## src/rtl/r5_serializer_if.sv

```systemverilog
// Handshake/bus bundle for r5_serializer: parallel 5-sample frame in, serial complex stream out.
// slave = the serializer's view, master = the upstream/downstream environment's view.
interface r5_serializer_if #(
    parameter int DW = 32
);
    logic                 in_valid;
    logic                 in_ready;
    logic [5*DW-1:0]      x_re;
    logic [5*DW-1:0]      x_img;
    logic                 out_valid;
    logic                 out_ready;
    logic signed [DW-1:0] y_re;
    logic signed [DW-1:0] y_img;
    logic [2:0]           y_idx;
    logic                 y_last;

    modport master (
        output in_valid, x_re, x_img, out_ready,
        input  in_ready, out_valid, y_re, y_img, y_idx, y_last
    );

    modport slave (
        input  in_valid, x_re, x_img, out_ready,
        output in_ready, out_valid, y_re, y_img, y_idx, y_last
    );
endinterface

```

## src/rtl/r5_serializer.sv

```systemverilog
// Radix-5 butterfly output serializer: one 5-sample complex frame in, one sample per cycle out.
// Optional build macro R5_SER_CONJ_EN conjugates the output stream (y_img negated, wrapping).
module r5_serializer #(
    parameter int DW = 32
) (
    input logic            clk,
    input logic            rst,
    r5_serializer_if.slave bus
);
    typedef enum logic {EMPTY = 1'b0, DRAIN = 1'b1} state_t;

    localparam logic [2:0] LAST_IDX = 3'd4;

    state_t               state_q, state_d;
    logic [2:0]           idx_q, idx_d;
    logic signed [DW-1:0] hold_re_q  [5];
    logic signed [DW-1:0] hold_img_q [5];
    logic                 last_beat;
    logic                 load;

`ifdef R5_SER_CONJ_EN
    // Two's complement negate at DW bits; the most negative value maps to itself.
    function automatic logic signed [DW-1:0] conj_wrap(input logic signed [DW-1:0] v);
        return -v;
    endfunction
`endif

    // The last beat frees the holding register in the same cycle, enabling zero-bubble frames.
    assign last_beat = (state_q == DRAIN) && (idx_q == LAST_IDX) && bus.out_ready;
    assign load      = bus.in_valid && ((state_q == EMPTY) || last_beat);

    always_ff @(posedge clk or posedge rst) begin
        if (rst) begin
            state_q <= EMPTY;
            idx_q   <= '0;
            for (int k = 0; k < 5; k++) begin
                hold_re_q[k]  <= '0;
                hold_img_q[k] <= '0;
            end
        end else begin
            state_q <= state_d;
            idx_q   <= idx_d;
            if (load) begin
                for (int k = 0; k < 5; k++) begin
                    hold_re_q[k]  <= bus.x_re[k*DW +: DW];
                    hold_img_q[k] <= bus.x_img[k*DW +: DW];
                end
            end
        end
    end

    always_comb begin
        state_d = state_q;
        idx_d   = idx_q;
        case (state_q)
            EMPTY: begin
                if (bus.in_valid) begin
                    state_d = DRAIN;
                    idx_d   = '0;
                end
            end
            DRAIN: begin
                if (bus.out_ready) begin
                    if (idx_q != LAST_IDX) begin
                        idx_d = idx_q + 3'd1;
                    end else begin
                        idx_d   = '0;
                        state_d = bus.in_valid ? DRAIN : EMPTY;
                    end
                end
            end
        endcase
    end

    // Outputs depend only on registered state and out_ready (for in_ready); no in_valid path.
    always_comb begin
        bus.in_ready  = (state_q == EMPTY) || last_beat;
        bus.out_valid = (state_q == DRAIN);
        bus.y_idx     = (state_q == DRAIN) ? idx_q : 3'd0;
        bus.y_last    = (state_q == DRAIN) && (idx_q == LAST_IDX);
        bus.y_re      = hold_re_q[idx_q];
`ifdef R5_SER_CONJ_EN
        bus.y_img     = conj_wrap(hold_img_q[idx_q]);
`else
        bus.y_img     = hold_img_q[idx_q];
`endif
    end
endmodule

```

## src/flat_wrapper.sv

```systemverilog
// flat-port wrapper written by rule: the top's interface ports become plain ports
module r5_serializer_flat 
#(
    parameter int DW = 32
)
  (clk, rst, bus_in_valid, bus_x_re, bus_x_img, bus_out_ready, bus_in_ready, bus_out_valid, bus_y_re, bus_y_img, bus_y_idx, bus_y_last);
  r5_serializer_if #(.DW(DW)) bus_i ();
  input logic clk;
  input logic rst;
  input wire logic [$bits(bus_i.in_valid)-1:0] bus_in_valid;
  input wire logic [$bits(bus_i.x_re)-1:0] bus_x_re;
  input wire logic [$bits(bus_i.x_img)-1:0] bus_x_img;
  input wire logic [$bits(bus_i.out_ready)-1:0] bus_out_ready;
  output wire logic [$bits(bus_i.in_ready)-1:0] bus_in_ready;
  output wire logic [$bits(bus_i.out_valid)-1:0] bus_out_valid;
  output wire logic [$bits(bus_i.y_re)-1:0] bus_y_re;
  output wire logic [$bits(bus_i.y_img)-1:0] bus_y_img;
  output wire logic [$bits(bus_i.y_idx)-1:0] bus_y_idx;
  output wire logic [$bits(bus_i.y_last)-1:0] bus_y_last;
  assign bus_i.in_valid = bus_in_valid;
  assign bus_i.x_re = bus_x_re;
  assign bus_i.x_img = bus_x_img;
  assign bus_i.out_ready = bus_out_ready;
  assign bus_in_ready = bus_i.in_ready;
  assign bus_out_valid = bus_i.out_valid;
  assign bus_y_re = bus_i.y_re;
  assign bus_y_img = bus_i.y_img;
  assign bus_y_idx = bus_i.y_idx;
  assign bus_y_last = bus_i.y_last;
  r5_serializer #(.DW(DW)) u_core (.clk(clk), .rst(rst), .bus(bus_i));
endmodule
```

## config.mk

```make
export PLATFORM = sky130hd
export DESIGN_NAME = r5_serializer_flat
export DESIGN_NICKNAME = d
export VERILOG_FILES = /design/src/rtl/r5_serializer_if.sv /design/src/rtl/r5_serializer.sv /design/src/flat_wrapper.sv
export SDC_FILE = /design/constraint.sdc
export NUM_CORES = 1
export LEC_CHECK = 0
export CORE_UTILIZATION = 55
export CTS_BUF_LIST = sky130_fd_sc_hd__clkbuf_8
export DETAILED_ROUTE_END_ITERATION = 7
export GPL_TIMING_DRIVEN = 0
export PLACE_DENSITY = 0.92
export SKIP_CTS_REPAIR_TIMING = 1
export SLEW_MARGIN = 20
export SYNTH_ARGS = -nofsm -noshare
export SYNTH_HDL_FRONTEND = slang
export SYNTH_SLANG_ARGS = --single-unit
```

## constraint.sdc

```tcl
create_clock -name clk -period 30.6 [get_ports clk]
set_input_delay 6.12 -clock clk [delete_from_list [all_inputs] [get_ports clk]]
set_output_delay 6.12 -clock clk [all_outputs]
set_load 0.005 [all_outputs]
```

# Word-level counts from Yosys, hierarchy flattened
# Index checks and enable logic that the tools add are counted.
[word_totals] ff_bits=324 word_cells=40 inputBits=324 out_inout_bits=70
[op_classes] bitwise=2 eq_ne=4 reduce_logical=5 addsub=1 n_mux=15 magnitude_cmp=1
[ops] cell="32-bit binary-select mux with 3-bit select" count=2
[ops] cell="32-bit two-way mux" count=4
[ops] cell="3-bit two-way mux" count=4
[ops] cell="3-bit one-hot mux with 2 select lines" count=1
[ops] cell="4-bit greater-or-equal comparator (second input constant)" count=1
[ops] cell="2-bit != test (second input constant)" count=2
[ops] cell="3-bit NOT with 4-bit output" count=1
[ops] cell="3-bit by 1-bit adder with 3-bit output (second input constant)" count=1
[ops] cell="3-bit equality test (second input constant)" count=1
[ops] cell="1-bit logical AND" count=3
[ops] cell="1-bit two-way mux" count=3
[ops] cell="3-bit != test (second input constant)" count=1
[ops] cell="1-bit one-hot mux with 2 select lines" count=1
[ops] cell="2-bit AND reduction" count=1
[ops] cell="1-bit logical OR" count=1
[ops] cell="1-bit NOT" count=1

# Longest topological paths before layout
# Gate-level depths: netlist of run 1.
[depth] ltp_word=5 depth_mapped=9 mapped_depth_nobuf=5

# Least setup slack after synthesis of run 1
# No wires, ideal clock.
[synth_path] path_kind="input port to output port" start="in bus_out_ready" end="out bus_in_ready" setup_slack_ps=18166 path_stages=2 n_path_buf=0 arrival_ps=6314 path_cell_list="nand3_1 -> nand2_1"
[synth_between] elab_chain_cells=2
[synth_lines] element="start: declaration" line_no="flat_wrapper.sv:13" text="input wire logic [$bits(bus_i.out_ready)-1:0] bus_out_ready;"
[synth_lines] element="1-bit logical AND" line_no="r5_serializer.sv:29" text="assign last_beat = (state_q == DRAIN) && (idx_q == LAST_IDX) && bus.out_ready;"
[synth_lines] element="1-bit logical OR" line_no="r5_serializer.sv:77" text="bus.in_ready = (state_q == EMPTY) || last_beat;"
[synth_lines] element="end: declaration" line_no="flat_wrapper.sv:14" text="output wire logic [$bits(bus_i.in_ready)-1:0] bus_in_ready;"
# Every way passes these cells.

# Worst setup path in the final report of run 1
# Same ends and word-level chain as after synthesis.

==> results of run 1 <==
==> final timing paths <==
| kind | from | end | cells past startpoint |
|---|---|---|---|
| max reg2reg | u_core.idx_q[1] | u_core.hold_img_q[55] | 9 |
| max in group asynchronous | rst | u_core.hold_img_q[150] | 4 |
| min | u_core.hold_img_q[0] | u_core.hold_img_q[0] | 1 |
| min reg2reg | u_core.hold_img_q[0] | u_core.hold_img_q[0] | 1 |
| min in group asynchronous | rst | u_core.hold_re_q[101] | 2 |
| max | bus_out_ready | bus_in_ready | 4 |
==> metrics by stage <==
| step | cells | power (mW) | instance area [sq um] |
|---|---|---|---|
| finish | 2008 | 2.089 | 20720 |
| global route | 2007 | 2.200 | 20720 |
| CTS | 1997 | 2.085 | 20690 |
| detailed placement | 1901 | 1.671 | 19560 |
| global placement | 1898 | 1.624 | 19470 |
| floorplan | 1164 | 1.239 | 15110 |
==> state kept, by name (all words and copies together) (netlist names) <==
register,count
u_core.bus.out_valid,1
u_core.hold_img_q,160
u_core.hold_re_q,160
u_core.idx_q,3
==> synthesized netlist by cell type (all sizes together), types with 23 or more instances <==
master	number
dfrtp	324
mux2	320
o21ai	67
nand2b	66
nor2	65
mux2i	64
buf	62
a21oi	39
o2111a	33
clkbuf	32
o22ai	23
o2bb2a	23
==> kinds of logic (layout without fill, tap and decap cells) <==
group           count (synthesis)  count (layout)  share of synthesized area, %
compound gates                197             197                         9.140
fa+ha+maj                       2               2                        0.1656
buf+inv                       105             597                         3.899
flops                         324             324                         53.65
mux                           384             384                         28.08
other cells                     0              11                             0
simple gates                  152             152                         5.067
==> power groups by stage <==
stage               Clock (mW)  Combinational [mW]  Sequential (mW)
floorplan                    0               0.524            0.715
global route             0.423               0.996            0.781
detailed placement           0               0.914            0.757
finish                   0.398               0.931            0.760
global placement             0               0.881            0.743
CTS                      0.402               0.928            0.755
==> layout make-up <==
type	instances	share of cell area (%)
flip-flops and latches	324	39.13
inverters	11	0.2355
multi-input cells	735	30.96
repair buffers	396	19.38
clock buffers	66	4.384
clock inverters	30	1.069
well taps	341	2.059
diodes	11	0.1328
plain buffers	94	2.645
==> routing by layer <==
layer	up-vias	wire length [microns]	GRT usage, %
met5	-	0	0
li1	5107	-	-
met2	529	23350	56.92
met4	0	2558	19.55
met1	6001	18850	41.86
met3	155	3212	7.492
==> results.md, run 1 <==
Cells and area:
- The net count reported at finish is ~1900.
- Summing all flip-flop and latch instances after layout gives 8108 sq um.
- Summing all multi-input logic gate instances after layout gives between 6000 and 7000 sq um.
- The layout cell share with drive strength beyond 1 is slightly above 10%.
- The area growth from synthesis to final layout is 37.11%.
- Cells fill 76.88% of the core in the end.
- The most common library cell in the layout ignoring fill and taps is clkdlybuf4s50_1.
- Leaving out fill and tap cells, the most frequent cells in the layout are clkdlybuf4s50_1 (393), dfrtp_1 (324), mux2_1 (300), o21ai_0 (67).
- Fill cells in the final layout number 1636.

Global route:
- The largest net degree at the start of global routing is 92.
- The global-route congestion overflow total is 0.
- Global routing used 34.41% of the available tracks across all layers.
- The global-route wire length before repair is 73240 microns.
- The number of antenna violations at the first check in global routing is 11.
- The number of global-route vias before repair is 12810.

Floorplanning:
- 394 I/O pins were placed.
- The initial utilization of the core area, before any placement, comes to 56.08%.
- The area of the die is about 28000 sq um.
- The die is 167.8 microns tall.
- The number of cell rows is 60.
- In this run the horizontal extent of the chip is 167.8 microns.
- The floorplan core area is roughly 27000 sq um.

Setup path:
- The type of the worst setup path is primary input to primary output.
- Counting stages on the worst path, the most repeated cell is clkdlybuf4s50_1.
- For the worst setup path, the data required time is between 20 and 25 ns.
- The master of the slowest instance on the critical path is clkdlybuf4s50_1.
- The type of destination of the critical path is a primary output.
- The cell family with the largest share of critical-path delay is buffers and inverters.
- The maximum cell stage delay along the critical path is around 0.57 ns.
- The highest fanout seen on the critical path is 4.
- The number of buffers and inverters on the critical path is 2.
- The worst path arrival time is 7.59 ns.
- Across all register-to-register paths, the minimum setup slack is 27.37 ns.
- Walking the worst path, the cells encountered are clkdlybuf4s50_1 -> nand3_1 -> nand2_1 -> clkdlybuf4s50_1.
- The worst setup path is launched from a primary input.

Power and ir drop:
- Dividing total power by cell area gives a power density of ~100 nW/um^2.
- Combinational cells account for between 40% and 50% of the total power.
- The analysis attributes to cell leakage a power of 8.956 nW.
- The internal cell power is 1.363 mW.
- VDD sags by at most ~0.066 mV.
- Of the total power, the share spent switching nets is between 30% and 40%.
- The proportion of power drawn by the clock network is roughly a fifth.
- The sequential fraction of design power is between 30 and 40%.
- The net switching power figure is around 730 uW.

STA:
- Summed over all failing endpoints, the final setup total negative slack is 0 ns.
- The worst clock skew on the final layout is ~0.018 ns.
- After layout, the worst setup slack is 16.89 ns.
- The number of endpoints with negative hold slack in the final report is 0.
- Setup violations remaining at the end of the flow were counted as 0.
- The transition time of the tightest slew-check pin is just over 0.8 ns.
- The fraction of the cycle the final worst path needs is between 40% and 50%.
- Based on the critical path, the design can be clocked at up to about 73 MHz.
- Setup repair after global routing left no endpoint under its margin.
- The final count of pins violating max slew is 0.
- The headroom to the max-slew limit is 45.93%.
- The routed design could run at a clock period as short as 13.71 ns.
- The tightest hold path in the finished design has a slack of 0.4803 ns.

Detailed routing:
- Summing over every cut layer, the via total after detailed routing is approximately 12000.
- The violation count after the first detailed-routing iteration is 773.
- The average wire per cell in the routed design is roughly 24 microns.
- The count of nets left with antenna violations after detail routing is 0.
- The final layout contains routed wiring with a total length of roughly 48000 microns.
- After detailed routing, the number of vias per cell comes to approximately 5.9.
- The number of remaining DRC errors is 0.
- The detailed-router iteration count before antenna repair is 5.

Yosys:
- Ranked by total cell area, the synthesized netlist is headed by dfrtp_1 (54%), mux2_1 (22%), mux2i_1 (4.2%).
- For this run, the number of Yosys warnings is 0.
- Sequential cells were found to cover 53.65% of the synthesized design area.
- The leading register cell type out of synthesis is dfrtp_1.
- The number of nets produced by synthesis is 1490.
- Synthesis inferred ~320 register bits.
- In this run the biggest area consumer among cell types represents 53.65% of the synthesized area.
- Synthesis produced a netlist whose cell count is ~1200.
- The number of unique standard cell types used by synthesis is 30.
- The synthesized area per cell is about 13 sq um.
- The total standard cell area after synthesis is around 15000 sq um.
- The leading area contributor after synthesis is dfrtp_1.
- The number of enable flip-flop cells after synthesis is 0.
- For this run, asynchronously set or reset flops after synthesis account for 100.0%.

Placement:
- The half-perimeter wire length after detailed placement is 34520 microns.
- Port buffering added just under 400 buffers.
- The setup slack at placement is 16.92 ns.
- Routability-driven placement finished with a final weighted congestion of about 0.86.

Clock network:
- TritonCTS built the clock tree.
- The library cell used as clock root buffer is clkbuf_8.
- Clock tree synthesis inserted a total of 53 buffers.
- For the worst-skew pair, the clock arrives at the later sink with an insertion delay of between 0.5 and 0.6 ns.
- The maximum buffer depth of the clock tree is 3.
- The H-tree generated during clock tree synthesis spans 2 levels.
- The clock net in this run drives a total of between 300 and 400 sinks.
- After clock tree synthesis, the clock-pin slew on the worst setup and hold paths is roughly 0.06 ns.

Outcome:
- The flow ran to the end, and the final reports show no timing, DRC or antenna violations.

Worst hold path:
- In this run the worst hold path is classified as flop to flop.

Flow run:
- Across the run, the number of max-cap violations was 0.
No activity file was read; power rests on OpenSTA's default activity.
==> inputs of run 2 (changes only) <==
CORE_UTILIZATION = 46   (was 55)
PLACE_DENSITY = 0.82   (was 0.92)
clock period = 12.5 ns   (was 30.6 ns; I/O delays follow)
==> results.md, run 2 (same netlist as run 1, synthesis figures left out) <==
Outcome:
- The flow ran to the end, and the final reports show no timing, DRC or antenna violations.

Setup path:
- The minimum setup slack among reg-to-reg paths is 9.25 ns.
- Among all stages on the critical path, the largest delay is contributed by clkdlybuf4s50_1.
- The critical path startpoint category is a primary input.
- Together, buffers and inverters on the worst path number 2.
- The required time reported for the critical path endpoint is 10.00 ns.
- The critical path's most frequent cell is clkdlybuf4s50_1.
- In this design, the stage delay of the slowest critical-path cell is around 0.55 ns.
- The worst path arrival time is between 3 and 4 ns.
- The worst setup path is of the primary input to primary output kind.
- STA classifies the critical path endpoint as a primary output.
- Walking the worst path, the cells encountered are clkdlybuf4s50_1 -> nand3_1 -> nand2_1 -> clkdlybuf4s50_1.
- In this design, the largest share of critical-path delay is due to buffers and inverters.
- Along the worst path, the maximum fanout reaches 4.

Detailed routing:
- After detailed routing, the average wire length per cell comes to 22.27 microns.
- The violation count after the first detailed-routing iteration is between 500 and 600.
- The count of nets left with antenna violations after detail routing is 0.
- The detailed-router iteration count before antenna repair is 7.
- The number of remaining DRC errors is 0.
- Across all layers, the routed design uses ~12000 vias.
- The final layout contains routed wiring with a total length of approximately 47000 microns.
- The via count normalized by instance count is ~5.5.

Power and ir drop:
- The static leakage is 8.941 nW.
- The worst-case IR drop observed on VDD is about 0.13 mV.
- The power per cell area is around 240 nW/um^2.
- The total power of the final layout is slightly above 5 mW.

Floorplanning:
- The top-level port count is between 300 and 400.
- The overall die width is 183.3 microns.
- The floorplan step defined a die boundary enclosing about 34000 sq um.
- The starting utilization of the core area is around 47%.
- The region available for standard cell placement spans ~32000 sq um.
- In this run the core area contains 66 standard-cell rows.
- The vertical die dimension is between 150 and 200 microns.

Clock network:
- The tree is rooted in a clkbuf_8.
- For the worst-skew pair, the clock arrives at the later sink with an insertion delay of roughly 0.6 ns.
- CTS saw ~320 sinks.
- The number of levels in the clock H-tree is 2.
- The maximum buffer depth of the clock tree is 3.
- The TritonCTS buffer count is 55.
- The CTS clock-pin slew for the worst setup and hold paths is about 0.06 ns.
- TritonCTS built the clock tree.

Flow run:
- The tool flagged a number of max-cap violations equal to 0.

Cells and area:
- The most common library cell in the layout ignoring fill and taps is clkdlybuf4s50_1.
- In the final layout, flip-flops and latches occupy between 8000 and 9000 sq um.
- In the layout the commonest cells are clkdlybuf4s50_1 (393), dfrtp_1 (324), mux2_1 (300), clkbuf_8 (71), o21ai_0 (67).
- Counting the fill cells in the layout gives 2455.
- The multi-input combinational cells in the finished layout cover a total of roughly 6400 sq um.
- The largest registers in the layout are u_core.hold_img_q: 160 flops, u_core.hold_re_q: 160 flops, u_core.idx_q: 3 flops.
- The final layout contains roughly 1900 nets.
- The layout cell share with drive strength beyond 1 is 9.970%.
- The area growth from synthesis to layout is 37.59%.

STA:
- The worst clock skew on the final layout is ~0.028 ns.
- The final count of pins violating max slew is 0.
- The fraction of the cycle the final worst path needs is about half.
- The worst-case setup margin in the final layout is just over 6 ns.
- In this run the tightest slew margin relative to its limit is around 52%.
- The fmax is between 150 and 200 MHz.
- Setup repair after global routing left no endpoint under its margin.
- The worst hold slack is about 0.48 ns.
- The transition time of the tightest slew-check pin is 0.7149 ns.
- The number of endpoints with negative hold slack in the final report is 0.
- After routing, the total negative slack on setup checks comes to 0 ns.
- The setup-violating endpoint count in the final report is 0.
- The worst path needs roughly 6.4 ns of the cycle, external delays included.

Global route:
- The largest net degree at the start of global routing is approximately 110.
- The number of global-route vias before repair is around 13000.
- The number of antenna violations at the first check in global routing is 9.
- The first global-routing pass estimated ~71000 microns of wire.
- Global routing used around 28% of the available tracks.
- The global-route congestion overflow total is 0.

Placement:
- OpenSTA, run right after detailed placement, puts the worst setup slack at roughly 6.1 ns.
- The count of buffers from port buffering is roughly 390.
- The congestion estimate from routability-driven global placement came to ~0.87.
- The half-perimeter wire length after detailed placement is roughly 35000 microns.

Worst hold path:
- The tightest min-delay check is of the flop to flop type.
run 2: through the flow:
stage          instance area, sq um  util, %  instances
6_report                      20790    64.08       2106
3_5_place_dp                  19690    60.67       2002
5_1_grt                       20790    64.07       2105
4_1_cts                       20770    64.01       2097
2_1_floorplan                 15110        -       1164
3_3_place_gp                  19600    60.39       1999
run 2: cell type report:
cell class	count	area share [%]
tap	442	2.659
inverter	11	0.2347
antenna	9	0.1083
sequential	324	38.99
timing repair buffer	396	19.31
clock inverter	24	0.5054
buffer	94	2.635
clock buffer	71	4.699
multi-input combinational	735	30.85
run 2: worst reg2reg max path, cell delays in order, from the launching register on:
cell and delay (ns):
dfrtp_1 0.47, buf_2 0.22, inv_1 0.19, buf_1 0.52, ha_1 0.35, nand3_1 0.15, a21boi_2 0.32, buf_4 0.28
buf_4 0.26, mux2_1 0.36
run 2: final timing paths:
path / startpoint / to / cells past startpoint
worst max-delay path: bus_out_ready / bus_in_ready / 4
worst min-delay path: u_core.hold_img_q[15] / u_core.hold_img_q[15] / 1
worst max register to register: u_core.idx_q[1] / u_core.hold_img_q[57] / 9
worst min register to register: u_core.hold_img_q[15] / u_core.hold_img_q[15] / 1
max in group asynchronous: rst / u_core.hold_re_q[149] / 4
min in group asynchronous: rst / u_core.hold_img_q[39] / 2
run 2: report_power, final:
group	switching, mW	total (mW)	internal [mW]	leakage [nW]
sequential	0.275	1.84	1.57	3.94
clock	0.433	0.937	0.505	0.625
combinational	1.03	2.26	1.23	4.38
total	1.74	5.04	3.30	8.94
run 2: routing by layer:
layer / up-vias / global-route usage, % / wire length [microns] / part of all wire [%]
met1: 5808 / 33.83 / 18660 / 40
li1: 5100 / - / - / -
met3: 132 / 6.910 / 3330 / 7.1
met4: 0 / 13.50 / 2031 / 4.3
met5: - / 0 / 0 / 0
met2: 479 / 47.15 / 22880 / 49
==> inputs of run 3 (changes only) <==
clock period = 5.3 ns   (was 12.5 ns; I/O delays follow)
==> results.md, run 3 (same netlist as run 1, synthesis figures left out) <==
Setup path:
- The required time reported for the critical path endpoint is roughly 4.2 ns.
- The signal on the critical path passes through buf_2 -> buf_2 -> clkbuf_1 -> o21ai_0 -> o2111a_1 -> clkdlybuf4s50_1.
- The most numerous cell type found on the critical path is buf_2.
- The master of the slowest instance on the critical path is clkbuf_1.
- Data arrives at the worst endpoint at approximately 3.2 ns.
- The critical path is of the flop to primary output type.
- Counting cells, the worst reg-to-reg path comes to 9.
- The critical path starts at u_core.idx_q[1].
- The critical path startpoint category is a flop.
- In this run the register-to-register setup slack is approximately 2.0 ns.
- The worst reg2reg path startpoint is u_core.idx_q[1].
- The worst setup path is captured at a primary output.
- The worst register-to-register path ends at u_core.hold_img_q[32].
- Of all nets on the critical path, the largest fanout is 10.
- The maximum cell stage delay along the critical path is a little under 0.6 ns.

Clock network:
- The CTS tree is done.
- In this run the deepest clock path goes through 3 buffers.
- The number of levels in the clock H-tree is 2.
- For this design, the sink count on the clock tree is ~320.
- The CTS clock-pin slew for the worst setup and hold paths is approximately 0.060 ns.
- The clock latency reported for the late side of the worst-skew pair is between 0.5 and 0.6 ns.
- The library cell used as clock root buffer is clkbuf_8.
- TritonCTS created 55 clock buffers.

Cells and area:
- The final design utilization is around 65%.
- The net count of the finished layout is roughly 2000.
- From synthesis to final layout, the design area changed by 38.82%.
- The largest registers in the layout are u_core.hold_img_q: 160 flops, u_core.hold_re_q: 160 flops, u_core.idx_q: 3 flops.
- The library cell used most frequently in the layout, excluding fill and tap cells, is clkdlybuf4s50_1.
- The layout cell share with drive strength beyond 1 is around a tenth.
- The filler-free cell count of the finished design is between 2000 and 2500.
- The final design area excluding fillers is ~21000 sq um.
- The final-layout fill cell count is 2494.
- Leaving out fill and tap cells, the most frequent cells in the layout are clkdlybuf4s50_1 (393), dfrtp_1 (324), mux2_1 (300), clkbuf_8 (70), o21ai_0 (67).

Detailed routing:
- The total via count in the routed design is about 11000.
- The average wire per cell in the routed design is about 22 microns.
- The count of nets left with antenna violations after detail routing is 0.
- After detailed routing, the total wire length is 46780 microns.
- For this block, the initial DRC count from the detailed router was approximately 480.
- The number of remaining DRC errors is 0.
- The detailed-router iteration count before antenna repair is 5.
- The via count normalized by instance count is approximately 5.4.

Floorplanning:
- The top-level port count is 394.
- The vertical die dimension is between 150 and 200 microns.
- Row generation in the floorplan step produced between 60 and 70 rows.
- The area of the die is roughly 34000 sq um.
- The floorplan step set the die width to 183.3 microns.
- In this run the standard cell core region covers 32450 sq um.
- The starting utilization of the core area is 46.57%.

Global route:
- The total track usage is 28.10%.
- The global-route wire length before repair is 71470 microns.
- The number of antenna violations at the first check in global routing is 8.
- The total overflow left after global routing is 0.
- The largest net degree at the start of global routing is 36.
- The number of global-route vias before repair is ~12000.

STA:
- Static timing analysis puts the maximum clock frequency at between 200 and 250 MHz.
- The worst-case setup margin in the final layout is approximately 1.1 ns.
- The worst hold slack is 0.4781 ns.
- The final count of pins violating max slew was 0.
- The transition time of the tightest slew-check pin is approximately 0.71 ns.
- In the finished design, the share of the clock period the worst path needs comes to 79.73%.
- Setup repair after global routing left no endpoint under its margin.
- The headroom to the max-slew limit is 52.42%.
- The setup total negative slack is 0 ns.
- The number of endpoints with negative hold slack in the final report is 0.
- The minimum clock period after layout is 4.226 ns.
- The setup-violating endpoint count in the final report is 0.
- Between clock sinks in the finished design, the worst skew comes to ~0.021 ns.

Power and ir drop:
- The power per cell area is 567.6 nW/um^2.
- The static leakage is about 9 nW.
- Overall power consumption after layout is estimated at ~12 mW.
- IR analysis of the VDD net gives a maximum drop of between 0.3 and 0.4 mV.

Placement:
- The setup slack at placement is ~1.7 ns.
- The placer congestion estimate is 0.8725.
- Once detailed placement completed, the half-perimeter wirelength came to 35140 microns.
- The total cell area at the placement stage is just under 20000 sq um.
- The count of buffers from port buffering is 393.
- The cell count after placement is ~2000.

Worst hold path:
- The worst hold path belongs to the class flop to flop.
- The startpoint of the most critical hold path is u_core.hold_img_q[1].
- Along the worst hold path, the cell count comes to 1.
- The end point of the most critical hold path is u_core.hold_img_q[1].

Flow run:
- Max-cap violations in this run came to 0.

Outcome:
- The run finished with clean final reports.
[run 3: where the power goes]
group          total, mW  internal (mW)  switching, mW
Clock               2.25           1.23           1.02
Combinational       5.32           2.90           2.41
Sequential          4.34           3.70          0.643
Total               11.9           7.83           4.07
[run 3: layout make-up]
class | instances | area (sq um) | share of cell area (%)
buffer | 94 | 548.0 | 2.612
antenna | 9 | 22.52 | 0.1073
tap | 442 | 553.0 | 2.636
multi-input combinational | 735 | 6416 | 30.58
timing repair buffer | 404 | 4169 | 19.87
sequential | 324 | 8108 | 38.65
clock inverter | 28 | 155.1 | 0.7395
clock buffer | 70 | 963.4 | 4.592
inverter | 11 | 45.04 | 0.2147
[run 3: worst max-delay path by stage]
stage	slack [ns]	cells after the start	to
detailed placement	1.66	6	bus_y_img[30]
global placement	-2.30	2	u_core.hold_re_q[28]
floorplan	-0.08	1	u_core.bus.out_valid
CTS	1.01	6	bus_y_img[30]
finish	1.07	6	bus_y_img[30]
global route	0.88	6	bus_y_img[30]
[run 3: critical path, delay by kind of cell (launching register included)]
| kind | cells | cell delay [ns] |
|---|---|---|
| AOI/OAI and AO/OA | 2 | 0.41 |
| buffers and inverters | 4 | 1.67 |
| DFF | 1 | 0.50 |
[run 3: routing by layer]
| layer | share of wire, % | vias up | GRT usage, % |
|---|---|---|---|
| met5 | 0 | - | 0 |
| met4 | 4.2 | 0 | 12.83 |
| met3 | 7.4 | 122 | 7.427 |
| met2 | 48 | 448 | 47.62 |
| met1 | 40 | 5689 | 33.41 |
| li1 | - | 5128 | - |
